===== config.mk =====
export PLATFORM = sky130hd
export DESIGN_NAME = pong_game_ctrl
export DESIGN_NICKNAME = d
export VERILOG_FILES = /design/src/rtl/pong_game_ctrl_pkg.sv /design/src/rtl/pong_game_ctrl_key_edge.sv /design/src/rtl/pong_game_ctrl.sv
export SDC_FILE = /design/constraint.sdc
export NUM_CORES = 1
export LEC_CHECK = 0
export CAP_MARGIN = 10
export CORE_UTILIZATION = 45
export DETAILED_ROUTE_END_ITERATION = 12
export GPL_ROUTABILITY_DRIVEN = 1
export PLACE_DENSITY = 0.8
export SYNTH_ARGS = -nofsm -noshare
export SYNTH_HDL_FRONTEND = slang
export SYNTH_SLANG_ARGS = --single-unit

===== constraint.sdc =====
create_clock -name vga_clk -period 1.5 [get_ports vga_clk]
set_input_delay 0.3 -clock vga_clk [delete_from_list [all_inputs] [get_ports vga_clk]]
set_output_delay 0.3 -clock vga_clk [all_outputs]
set_load 0.03 [all_outputs]

===== src/rtl/pong_game_ctrl_pkg.sv =====
// Shared definitions for the Pong match sequencer.
// Contents: state encodings, score packing offsets, counter width,
// keyboard scan codes that the key decoder maps onto key_start/key_pause,
// and a saturation-free per-side score increment helper.
package pong_game_ctrl_pkg;

   localparam int unsigned STATE_W     = 3;
   localparam int unsigned SCORE_W     = 4;
   localparam int unsigned SIDE_W      = 2;
   localparam int unsigned SCORE_L_LSB = 2;
   localparam int unsigned SCORE_R_LSB = 0;
   localparam int unsigned CNT_W       = 8;

   localparam logic [7:0] SCAN_START = 8'h29;  // space bar
   localparam logic [7:0] SCAN_PAUSE = 8'h4D;  // 'P'

   typedef enum logic [STATE_W-1:0] {
      S_IDLE  = 3'd0,
      S_SERVE = 3'd1,
      S_PLAY  = 3'd2,
      S_PAUSE = 3'd3,
      S_POINT = 3'd4,
      S_OVER  = 3'd5
   } state_e;

   // One side's score plus one; cannot wrap because WIN_SCORE <= 3 ends the match.
   function automatic logic [SIDE_W-1:0] side_inc(input logic [SIDE_W-1:0] s);
      return s + SIDE_W'(1);
   endfunction

endpackage


===== src/rtl/pong_game_ctrl_key_edge.sv =====
// Press-event detector for one keyboard level signal.
// Ports: clk, rst_n (async active-low), key_i (level), press_c (combinational
// press event = key_i & ~history). History resets high so a key held through
// reset release yields no event until it is released and pressed again.
module pong_game_ctrl_key_edge (
   input  logic clk,
   input  logic rst_n,
   input  logic key_i,
   output logic press_c
);

   logic key_q;

   always_ff @(posedge clk or negedge rst_n) begin
      if (!rst_n) key_q <= 1'b1;
      else        key_q <= key_i;
   end

   assign press_c = key_i & ~key_q;

endmodule


===== src/rtl/pong_game_ctrl.sv =====
// Match-level sequencer for Pong: scores, serve timing, ball/paddle control.
// Ports: vga_clk, sys_rst_n (async active-low), frame_tick (per-frame pulse),
// key_start/key_pause (key levels), point_l/point_r (score pulses);
// outputs start (ball enable), guiwei (reposition pulse), score {l,r},
// serve_dir, game_over, winner, state (debug). All outputs registered.
// Build option: define PONG_PAUSE_EN to enable the PAUSE state.
module pong_game_ctrl
   import pong_game_ctrl_pkg::*;
#(
   parameter logic [1:0] WIN_SCORE    = 2'd3,
   parameter logic [7:0] SERVE_FRAMES = 8'd60,
   parameter logic [7:0] POINT_FRAMES = 8'd90
) (
   input  logic       vga_clk,
   input  logic       sys_rst_n,
   input  logic       frame_tick,
   input  logic       key_start,
   input  logic       key_pause,
   input  logic       point_l,
   input  logic       point_r,
   output logic       start,
   output logic       guiwei,
   output logic [3:0] score,
   output logic       serve_dir,
   output logic       game_over,
   output logic       winner,
   output logic [2:0] state
);

   state_e               state_q, state_d;
   logic [SCORE_W-1:0]   score_q, score_d;
   logic [CNT_W-1:0]     cnt_q, cnt_d;
   logic                 start_q, start_d;
   logic                 guiwei_q, guiwei_d;
   logic                 dir_q, dir_d;
   logic                 over_q, over_d;
   logic                 winner_q, winner_d;
   logic [SIDE_W-1:0]    inc_l, inc_r;
   logic                 start_press_c;
   logic                 pause_press_c;

   pong_game_ctrl_key_edge u_key_start (
      .clk     (vga_clk),
      .rst_n   (sys_rst_n),
      .key_i   (key_start),
      .press_c (start_press_c)
   );

`ifdef PONG_PAUSE_EN
   pong_game_ctrl_key_edge u_key_pause (
      .clk     (vga_clk),
      .rst_n   (sys_rst_n),
      .key_i   (key_pause),
      .press_c (pause_press_c)
   );
`else
   logic unused_pause_c;
   assign unused_pause_c = key_pause;
   assign pause_press_c  = 1'b0;
`endif

   // State, score and output registers.
   always_ff @(posedge vga_clk or negedge sys_rst_n) begin
      if (!sys_rst_n) begin
         state_q  <= S_IDLE;
         score_q  <= '0;
         cnt_q    <= '0;
         start_q  <= 1'b0;
         guiwei_q <= 1'b0;
         dir_q    <= 1'b0;
         over_q   <= 1'b0;
         winner_q <= 1'b0;
      end else begin
         state_q  <= state_d;
         score_q  <= score_d;
         cnt_q    <= cnt_d;
         start_q  <= start_d;
         guiwei_q <= guiwei_d;
         dir_q    <= dir_d;
         over_q   <= over_d;
         winner_q <= winner_d;
      end
   end

   // Next-state, score update and registered-output intent.
   always_comb begin
      state_d  = state_q;
      score_d  = score_q;
      cnt_d    = cnt_q;
      dir_d    = dir_q;
      winner_d = winner_q;
      inc_l    = side_inc(score_q[SCORE_L_LSB +: SIDE_W]);
      inc_r    = side_inc(score_q[SCORE_R_LSB +: SIDE_W]);

      case (state_q)
         S_IDLE, S_OVER: begin
            if (start_press_c) begin
               state_d  = S_SERVE;
               score_d  = '0;
               cnt_d    = '0;
               dir_d    = 1'b0;
               winner_d = 1'b0;
            end
         end
         S_SERVE: begin
            if (frame_tick) begin
               if (cnt_q == SERVE_FRAMES - 8'd1) begin
                  state_d = S_PLAY;
                  cnt_d   = '0;
               end else begin
                  cnt_d = cnt_q + 8'd1;
               end
            end
         end
         S_PLAY: begin
            // point_l has priority; a simultaneous point_r is dropped.
            if (point_l) begin
               score_d[SCORE_L_LSB +: SIDE_W] = inc_l;
               dir_d = 1'b1;
               cnt_d = '0;
               if (inc_l == WIN_SCORE) begin
                  state_d  = S_OVER;
                  winner_d = 1'b0;
               end else begin
                  state_d = S_POINT;
               end
            end else if (point_r) begin
               score_d[SCORE_R_LSB +: SIDE_W] = inc_r;
               dir_d = 1'b0;
               cnt_d = '0;
               if (inc_r == WIN_SCORE) begin
                  state_d  = S_OVER;
                  winner_d = 1'b1;
               end else begin
                  state_d = S_POINT;
               end
            end else if (pause_press_c) begin
               state_d = S_PAUSE;
            end
         end
`ifdef PONG_PAUSE_EN
         S_PAUSE: begin
            if (pause_press_c) state_d = S_PLAY;
         end
`endif
         S_POINT: begin
            if (frame_tick) begin
               if (cnt_q == POINT_FRAMES - 8'd1) begin
                  state_d = S_SERVE;
                  cnt_d   = '0;
               end else begin
                  cnt_d = cnt_q + 8'd1;
               end
            end
         end
         default: state_d = S_IDLE;
      endcase

      start_d  = (state_d == S_PLAY);
      guiwei_d = (state_d == S_SERVE) && (state_q != S_SERVE);
      over_d   = (state_d == S_OVER);
   end

   assign start     = start_q;
   assign guiwei    = guiwei_q;
   assign score     = score_q;
   assign serve_dir = dir_q;
   assign game_over = over_q;
   assign winner    = winner_q;
   assign state     = state_q;

endmodule

# After elaboration in Yosys (flattened, before gate mapping)
# Index checks and enable logic that the tools add are counted.
# classes
mux	32
bitwise_logic	2
addsub	3
n_reduce_logical	10
n_eq_ne	21
# op_table
cell	n
8-bit 2-to-1 mux	7
8-bit case mux with 4 select lines	1
3-bit 2-to-1 mux	7
2-bit inequality test (second input constant)	6
3-bit case mux with 4 select lines	1
5-bit AND reduction	2
3-bit equality test (second input constant)	3
1-bit 2-to-1 mux	9
3-bit inequality test (second input constant)	3
8-bit by 1-bit adder with 8-bit output (second input constant)	1
8-bit by 6-bit equality test with 1-bit output (second input constant)	1
8-bit by 7-bit equality test with 1-bit output (second input constant)	1
4-bit case mux with 2 select lines	1
3-bit by 1-bit equality test with 1-bit output (second input constant)	2
3-bit by 2-bit equality test with 1-bit output (second input constant)	2
2-bit 2-to-1 mux	3
3-bit AND reduction	2
2-bit by 1-bit adder with 2-bit output (second input constant)	2
2-bit equality test (second input constant)	2
4-bit 2-to-1 mux	1
1-bit case mux with 2 select lines	2
4-bit AND reduction	1
4-bit nonzero test	1
3-bit logical NOT	1
6 further kinds	6
# word_totals
elab_cells	78
register_bits	21

# Depth between registers and ports, before layout
# Gate-level depths: netlist of the first run.
# logic_depth
word_depth	8
depth_mapped	6
depth_no_buf	6

# Cells and area by module
# A second synthesis of the first run with hierarchy kept.
# unflattened
hier_cells	124
hier_area_um2	1276.2
# modules_own_cells
mod	area_per_inst_um2	instances	cells_each
pong_game_ctrl	1236.2	1	122
pong_game_ctrl_key_edge	40.0	1	2

# Least setup slack after synthesis of the first run
# Ideal clock, no wire load.
# synth_path
path_type	flip-flop to flip-flop
start	register state_q[2] (netlist: state[2])
end	register cnt_q[2]
period_less_slack_ns	1.833
stages_incl_launch_ff	6
setup_ns	0.101
arrival_ns	1.732
path_slack_ns	-0.333
cell_sequence	dfrtp_1 -> buf_2 -> nor3b_4 -> o21ai_1 -> a221o_2 -> o311ai_2
# synth_via
elab_chain_cells	4
# synth_lines
element	line_no	text
start: declaration	pong_game_ctrl.sv:30	state_e state_q, state_d;
start signal: assignment	pong_game_ctrl.sv:74	state_q <= state_d;
3-bit equality test / 3-bit logical NOT (equally long branches)	pong_game_ctrl.sv:95	case (state_q)
2-bit OR reduction	pong_game_ctrl.sv:95	
4-bit nonzero test (no source line) / 2-bit inequality test (equally long branches)	--	
5-bit AND reduction (no source line)	--	
end signal: assignment	pong_game_ctrl.sv:76	cnt_q <= cnt_d;
end: declaration	pong_game_ctrl.sv:32	logic [CNT_W-1:0] cnt_q, cnt_d;
# Several ways; a longest one is shown, not always the timed one.
# A chain may end at the register's enable or synchronous reset.

# Worst setup path after layout of the first run
# layout_path
start	register cnt_q[1]
end	register cnt_q[2]
# layout_via
elab_chain_cells	4
# layout_lines
element	line_no
8-bit by 1-bit adder with 8-bit output (tied with other cells)	pong_game_ctrl.sv:111, pong_game_ctrl.sv:152
8-bit 2-to-1 mux, on equally long branches	pong_game_ctrl.sv:148, pong_game_ctrl.sv:107
8-bit 2-to-1 mux, on equally long branches	pong_game_ctrl.sv:147, pong_game_ctrl.sv:106
8-bit case mux with 4 select lines *	pong_game_ctrl.sv:95
# Every way passes the cells marked *; elsewhere a longest branch is shown, timed or not. The select of a mux whose other input is x is not followed.

==> flow_summary_export.csv, run 1 <==
group,metric,value,unit
worst_setup_path,reg2reg_to,"cnt_q[2]",
floorplanning,ios,19,
finish,n_antenna_cell,0,
floorplanning,core_area,2545,µm²
global_routing,grt_overflow_total,0,
clock_network,numCtsBuffers,3,
synthesis,yosysWarnings,0,
power,p_int,0.001705,W
synthesis,synthArstFlopShare,1.000,
detailed_routing,avgRoutedWirePerCell,18.73,µm
power,p_clk_frac,0.103,
power,p_leak,0.9332,nW
global_routing,grt_pass1_vias,1231,
global_routing,grt_use_total,0.2606,
finish,area_growth,56.67,%
power,swShare,0.3846,
flow_run,drv_cap,0,
synthesis,avgSynthCellArea,9.831,µm²
placement,dp_hpwl,2386,µm
finish,fin_cells,222,
floorplanning,die_w,54.47,µm
worst_setup_path,crit_cells,6,
floorplanning,die_area,2966,µm²
sta,hold_violations,0,
sta,timing.final.crit_share,1.203,
power,p_total,0.002771,W
sta,drv_slew,0,
sta,slew_headroom,0.7619,
floorplanning,die_h,54.47,µm
clock_network,htree_num_levels,1,
sta,period_minus_slack,1805,ps
power,max-vdd-ir-drop,1.174,mV
worst_setup_path,crit_buf_inv,1,
placement,port_buffers,17,
detailed_routing,drc,0,
worst_setup_path,arrival,2010,ps
worst_setup_path,critPathTopFamily,"compound AO/OA/AOI/OAI gates",
detailed_routing,first_pass_iters,4,
floorplanning,fp-row-count,18,
clock_network,cts.sinks,21,
synthesis,ys.flop_type,"dfrtp_1",
worst_setup_path,crit_path_max_incr_delay,430,ps
synthesis,synth_edf_count,0,
power,seq_power_share,0.293,
detailed_routing,drtIter0Drc,49,
synthesis,ys_ff_latch,21,
worst_setup_path,critPathCapture,"cnt_q[2]",
worst_setup_path,path_class,"reg2reg",
worst_setup_path,cp_cell_sequence,"inv_2 -> ha_2 -> and3b_2 -> a21o_1 -> a221o_2 -> o311ai_2",
sta,rsz0062_at_grt,"yes",
sta,worstMarginPinSlew,353.3,ps
status,status,"finished with violations",
power,comb_power_share,0.604,
finish,drive_above_1_share,0.4427,
detailed_routing,viasPerCell,6.023,
clock_network,cts_tree,"yes",
worst_setup_path,reg2reg_slack,-300,ps
worst_hold_path,holdCritPathClass,"in2async",
clock_network,cts_root_buffer,"clkbuf_4",
global_routing,grt_first_pass_wirelength,5547,µm
worst_setup_path,critPathMaxFanout,8,
clock_network,insertion_delay,310,ps
status,violations,"setup timing",
sta,setup_viol,20,
worst_setup_path,cp-start-kind,"flip-flop",
synthesis,synth.distinct_cells,37,
worst_setup_path,setup.worst_path.start,"cnt_q[1]",
worst_setup_path,worstSetupEndpointType,"flip-flop",
global_routing,grt_max_degree,22,
clock_network,clock_tree.buffer_depth,2,
sta,post-route-worst-setup-slack,-304.8,ps
placement,place.gp.congestion,0.9375,
detailed_routing,vias,1337,
power,p_per_area,1428,nW/µm²
synthesis,yosysSeqAreaShare,0.4253,
detailed_routing,ant_nets,0,
placement,dpl.cell_count,200,
floorplanning,start_util,0.4867,
synthesis,synth_cells,126,
power,switchingPower,0.001066,W
worst_setup_path,worstReg2RegStart,"cnt_q[1]",
sta,fmax,554.1,MHz
worst_setup_path,rr_worst_depth,6,
synthesis,netlist_area,1239,µm²
finish,final_nets,204,
synthesis,syn-num-nets,137,
sta,finalSetupTns,-3247,ps
clock_network,clkTransAtPathRegs,130,ps
global_routing,antenna_found_initial,0,
worst_setup_path,cp.required,1710,ps
sta,fin_skew,13.10,ps
worst_setup_path,crit_slowest_cell,"dfrtp_1",
detailed_routing,wl,4157,µm
==> registers in the layout, summed over array words and instances, names as in the netlist <==
register and flops:
cnt_q 8, score 4, state 3, game_over 1, guiwei 1, serve_dir 1, start 1, u_key_start.key_q 1
winner 1
==> worst reg2reg max path, stage by stage, from the launching register on <==
cell	delay (ps)
dfrtp_1	430
inv_2	60
ha_2	170
and3b_2	220
a21o_1	170
a221o_2	420
o311ai_2	230
==> power by group through the flow <==
stage               registers (W)  clock network (W)  logic (W)
floorplan                0.000898                  0   0.000557
global placement         0.000803                  0    0.00112
detailed placement       0.000817                  0    0.00116
CTS                      0.000802           0.000281    0.00137
global route             0.000830           0.000314    0.00178
finish                   0.000812           0.000285    0.00167
==> cell type report <==
cell class	instances	area [µm²]
Multi-Input combinational cell	86	740.7
Tap cell	30	37.54
Fill cell	165	604.3
Inverter	14	52.55
Sequential cell	21	530.5
Clock buffer	4	26.28
Timing Repair Buffer	67	553.0
==> kinds of logic after synthesis <==
group | count (synthesis) | share of synthesized area
flops | 21 | 0.4253
buf+inv | 19 | 0.06566
compound gates | 43 | 0.2616
xor+xnor | 2 | 0.01414
simple gates | 34 | 0.1687
mux | 3 | 0.02424
fa+ha+maj | 4 | 0.04041
==> metrics by stage <==
step	instance area (µm²)	util	setup slack, ps	hold WS, ps
floorplan	1256	-	-239.7	4.409
global placement	1660	0.6524	-329.9	508.7
detailed placement	1660	0.6524	-346.5	517.8
CTS	1810	0.7114	-241.7	331.3
global route	1941	0.7625	-335.0	336.8
finish	1941	0.7625	-304.8	310.1
==> layout by cell type (no fill, tap or decap), types with 3 or more instances in the layout <==
cell type / count
clkbuf_4: 3
nand3_1: 4
clkdlybuf4s50_1: 5
mux2i_1: 3
dfrtp_2: 3
dlygate4sd2_1: 9
o22ai_1: 3
nand2_1: 5
nand2b_1: 6
nor2_1: 3
o221ai_1: 6
buf_4: 46
o211ai_1: 5
o21ai_1: 4
a22o_1: 3
buf_6: 7
inv_1: 13
dfrtp_1: 17
==> worst min path at each step <==
stage,from,slack (ps),cells past startpoint,end
2_1_floorplan,sys_rst_n,4,0,cnt_q[0]
3_3_place_gp,score[0],510,1,score[0]
3_5_place_dp,score[0],520,1,score[0]
4_1_cts,sys_rst_n,330,2,start
5_1_grt,sys_rst_n,340,2,cnt_q[4]
6_report,sys_rst_n,310,2,start
==> cell usage after synthesis (3+ instances only) <==
library cell | instances | area, µm²
o211ai_1 | 5 | 37.54
a22o_1 | 3 | 26.28
dfrtp_1 | 20 | 500.5
nor2b_1 | 3 | 18.77
o221ai_1 | 7 | 61.31
nand2b_1 | 6 | 37.54
and3b_1 | 3 | 26.28
nand2_1 | 6 | 22.52
o22ai_1 | 4 | 25.02
nor2_1 | 4 | 15.01
o21ai_0 | 6 | 30.03
ha_1 | 4 | 50.05
nand3_1 | 5 | 25.02
a211oi_1 | 3 | 22.52
mux2i_1 | 3 | 30.03
inv_1 | 14 | 52.55
a2bb2oi_1 | 3 | 26.28
==> routing by layer <==
| layer | wire [µm] | global-route usage | up-vias | part of all wire |
|---|---|---|---|---|
| met5 | 0 | 0 | - | 0 |
| met4 | 78 | 0.06838 | 0 | 0.019 |
| met3 | 228 | 0.02778 | 12 | 0.055 |
| met2 | 2107 | 0.4431 | 64 | 0.51 |
| met1 | 1742 | 0.3487 | 655 | 0.42 |
| li1 | - | - | 606 | - |
==> what timing repair did <==
action,4_1_cts,5_1_grt
setup endpoints to repair,24,19
hold buffers,0,0
resized for setup,27,25
buffers inserted,12,7
cloned,0,0
pin swaps,2,7
Power figures use the tool's default switching activity.
==> run 2, diff against run 1 <==
- ABC_AREA: unset -> 1
==> run 2 against run 1 <==
The run now ends clean. Power decreased by 34%. Clock skew decreased by 11 ps. Synthesized cell count increased by 48%. Clock-buffer cell count decreased by 1. Sequential power decreased by 9.0%. Critical path depth increased by 4. Clock power about the same. Largest cell class unchanged.
==> flow_summary_export.csv, run 2 <==
group,metric,value,unit
detailed_routing,viasPerCell,5.049,
worst_setup_path,worstReg2RegStart,"cnt_q[1]",
detailed_routing,first_pass_iters,5,
finish,largest_register_ffs,8,
sta,worstMarginPinSlew,298.0,ps
detailed_routing,wl,3075,µm
global_routing,grt_first_pass_wirelength,5078,µm
finish,area_growth,36.07,%
detailed_routing,drc,0,
floorplanning,die_h,55.70,µm
finish,final_nets,245,
clock_network,htree_num_levels,1,
synthesis,synth.most_common_cell,"nand2_1",
placement,port_buffers,17,
clock_network,insertion_delay,310,ps
synthesis,yosysWarnings,0,
sta,rsz0062_at_grt,"yes",
sta,period_minus_slack,1482,ps
finish,design_area,1765,µm²
finish,top_register,"cnt_q",
status,status,"complete, no violations",
power,max-vdd-ir-drop,0.7134,mV
clock_network,clkTransAtPathRegs,130,ps
worst_setup_path,arrival,1690,ps
worst_setup_path,cp-start-kind,"flip-flop",
synthesis,avgSynthCellArea,6.976,µm²
clock_network,clock_tree.buffer_depth,2,
power,p_leak,0.9726,nW
finish,n_antenna_cell,0,
worst_hold_path,holdCritPathClass,"in2async",
global_routing,antenna_found_initial,0,
worst_setup_path,critPathMaxFanout,5,
synthesis,syn-num-nets,197,
worst_setup_path,path_class,"reg2reg",
placement,dpl_cell_area,1660,µm²
sta,fin_skew,2.045,ps
sta,drv_slew,0,
synthesis,synth_area_leaders,"dfrtp_1, nand2_1, inv_1",
worst_setup_path,worstSetupEndpointType,"flip-flop",
floorplanning,fp-row-count,19,
sta,finalSetupTns,0,ps
floorplanning,start_util,0.4746,
global_routing,grt_overflow_total,0,
detailed_routing,avgRoutedWirePerCell,11.65,µm
clock_network,cts_tree,"yes",
synthesis,netlist_area,1297,µm²
sta,slew_headroom,0.8006,
synthesis,ys.flop_type,"dfrtp_1",
global_routing,grt_max_degree,22,
placement,place.gp.congestion,0.8646,
synthesis,synth_edf_count,0,
synthesis,synthTopCellsByCount,"nand2_1, inv_1, nand3_1",
finish,drive_above_1_share,0.2403,
floorplanning,die_area,3102,µm²
clock_network,cts_hold_buf,0,
finish,num-fill-cells,227,
sta,setup_viol,0,
detailed_routing,ant_nets,0,
clock_network,cts_root_buffer,"clkbuf_4",
sta,fmax,674.6,MHz
flow_run,drv_cap,0,
detailed_routing,vias,1333,
synthesis,synthArstFlopShare,1.000,
clock_network,numCtsBuffers,3,
global_routing,grt_pass1_vias,1241,
synthesis,synth.distinct_cells,19,
sta,hold_violations,0,
floorplanning,ios,19,
worst_setup_path,cp.required,1710,ps
synthesis,synth_area_leader_cell,"dfrtp_1",
global_routing,grt_use_total,0.2081,
placement,dp_hpwl,2143,µm
synthesis,synth_cells,186,
synthesis,yosys.area.top_type_share,0.3857,
sta,timing.final.crit_share,0.9882,
worst_setup_path,setup.worst_path.start,"cnt_q[1]",
worst_setup_path,rr_worst_depth,10,
synthesis,ys_ff_latch,21,
synthesis,yosysSeqAreaShare,0.4060,
detailed_routing,drtIter0Drc,36,
finish,layout_commonest_cell,"nand2_1",
power,p_per_area,1031,nW/µm²
floorplanning,die_w,55.70,µm
floorplanning,core_area,2734,µm²
finish,layout_common_cells,"nand2_1, inv_1, buf_4",
clock_network,cts.sinks,21,
## run 2: changes by cell type after synthesis, sizes merged, moves of 6 or more
cell    previous run  this run
nor2               4        19
inv               14        31
nand4              0         7
o221ai             7         0
nand2b             6         0
nand3              5        22
nand2              6        58
## run 2: logic make-up (layout without fill, tap and decap cells)
kind of cell | after synthesis | in the layout | synth area share
compound gates | 15 | 15 | 0.06171
fa+ha+maj | 4 | 4 | 0.03857
buf+inv | 32 | 79 | 0.09836
simple gates | 111 | 111 | 0.3751
flops | 21 | 21 | 0.4060
xor+xnor | 3 | 3 | 0.02025
## run 2: final timing paths
check,to,slack (ps)
min in group vga_clk,u_key_start.key_q,410
max in group asynchronous,u_key_start.key_q,910
hold / removal,game_over,320
setup reg to reg,cnt_q[2],20
setup / recovery,cnt_q[2],20
hold reg to reg,winner,480
## run 2: final cells by class
class | count | area, µm² | share of cell area
clock buffer | 3 | 22.52 | 0.01276
clock inverter | 1 | 5.005 | 0.002835
inverter | 31 | 116.4 | 0.06591
multi-input combinational | 133 | 695.7 | 0.3940
sequential | 21 | 529.3 | 0.2998
tap | 31 | 38.79 | 0.02197
timing repair buffer | 44 | 357.8 | 0.2027
## run 2: per-layer routing
metal	wire, µm	up-vias	GRT usage
met4	40	0	0.07500
li1	-	687	-
met3	97	4	0.03023
met2	1586	24	0.3838
met5	0	-	0
met1	1351	618	0.2432
## run 2: stage by stage
step	hold WS, ps	setup WS [ps]	power [W]	cells	utilization
2_1_floorplan	4.409	5.525	0.001171	186	-
3_3_place_gp	455.9	-278.9	0.001397	255	0.6073
4_1_cts	330.7	10.67	0.001717	261	0.6174
6_report	324.1	17.63	0.001819	264	0.6458
3_5_place_dp	458.6	-334.5	0.001420	255	0.6073
5_1_grt	349.8	-106.0	0.001959	264	0.6458
## run 2: critical path, stage by stage, from the launching register on
cell and delay, ps:
dfrtp_1 450, inv_1 100, ha_2 180, nand2_2 70, nor2_4 130, nand2_2 80, buf_4 140, nand3_1 60
nand2_1 50, nand2_1 50, o21ai_0 70
## run 2: power by group
group / internal [W] / leakage [nW] / switching, W
Combinational: 0.000339 / 0.679 / 0.000454
Clock: 0.0000997 / 0.0177 / 0.000188
Sequential: 0.000650 / 0.276 / 0.0000890
## run 2: repair_timing
action / 4_1_cts / 5_1_grt
pin swaps: 1 / 7
endpoints found under the setup margin: 20 / 14
gates resized for setup: 13 / 24
setup buffers: 2 / 3
gates cloned: 0 / 0
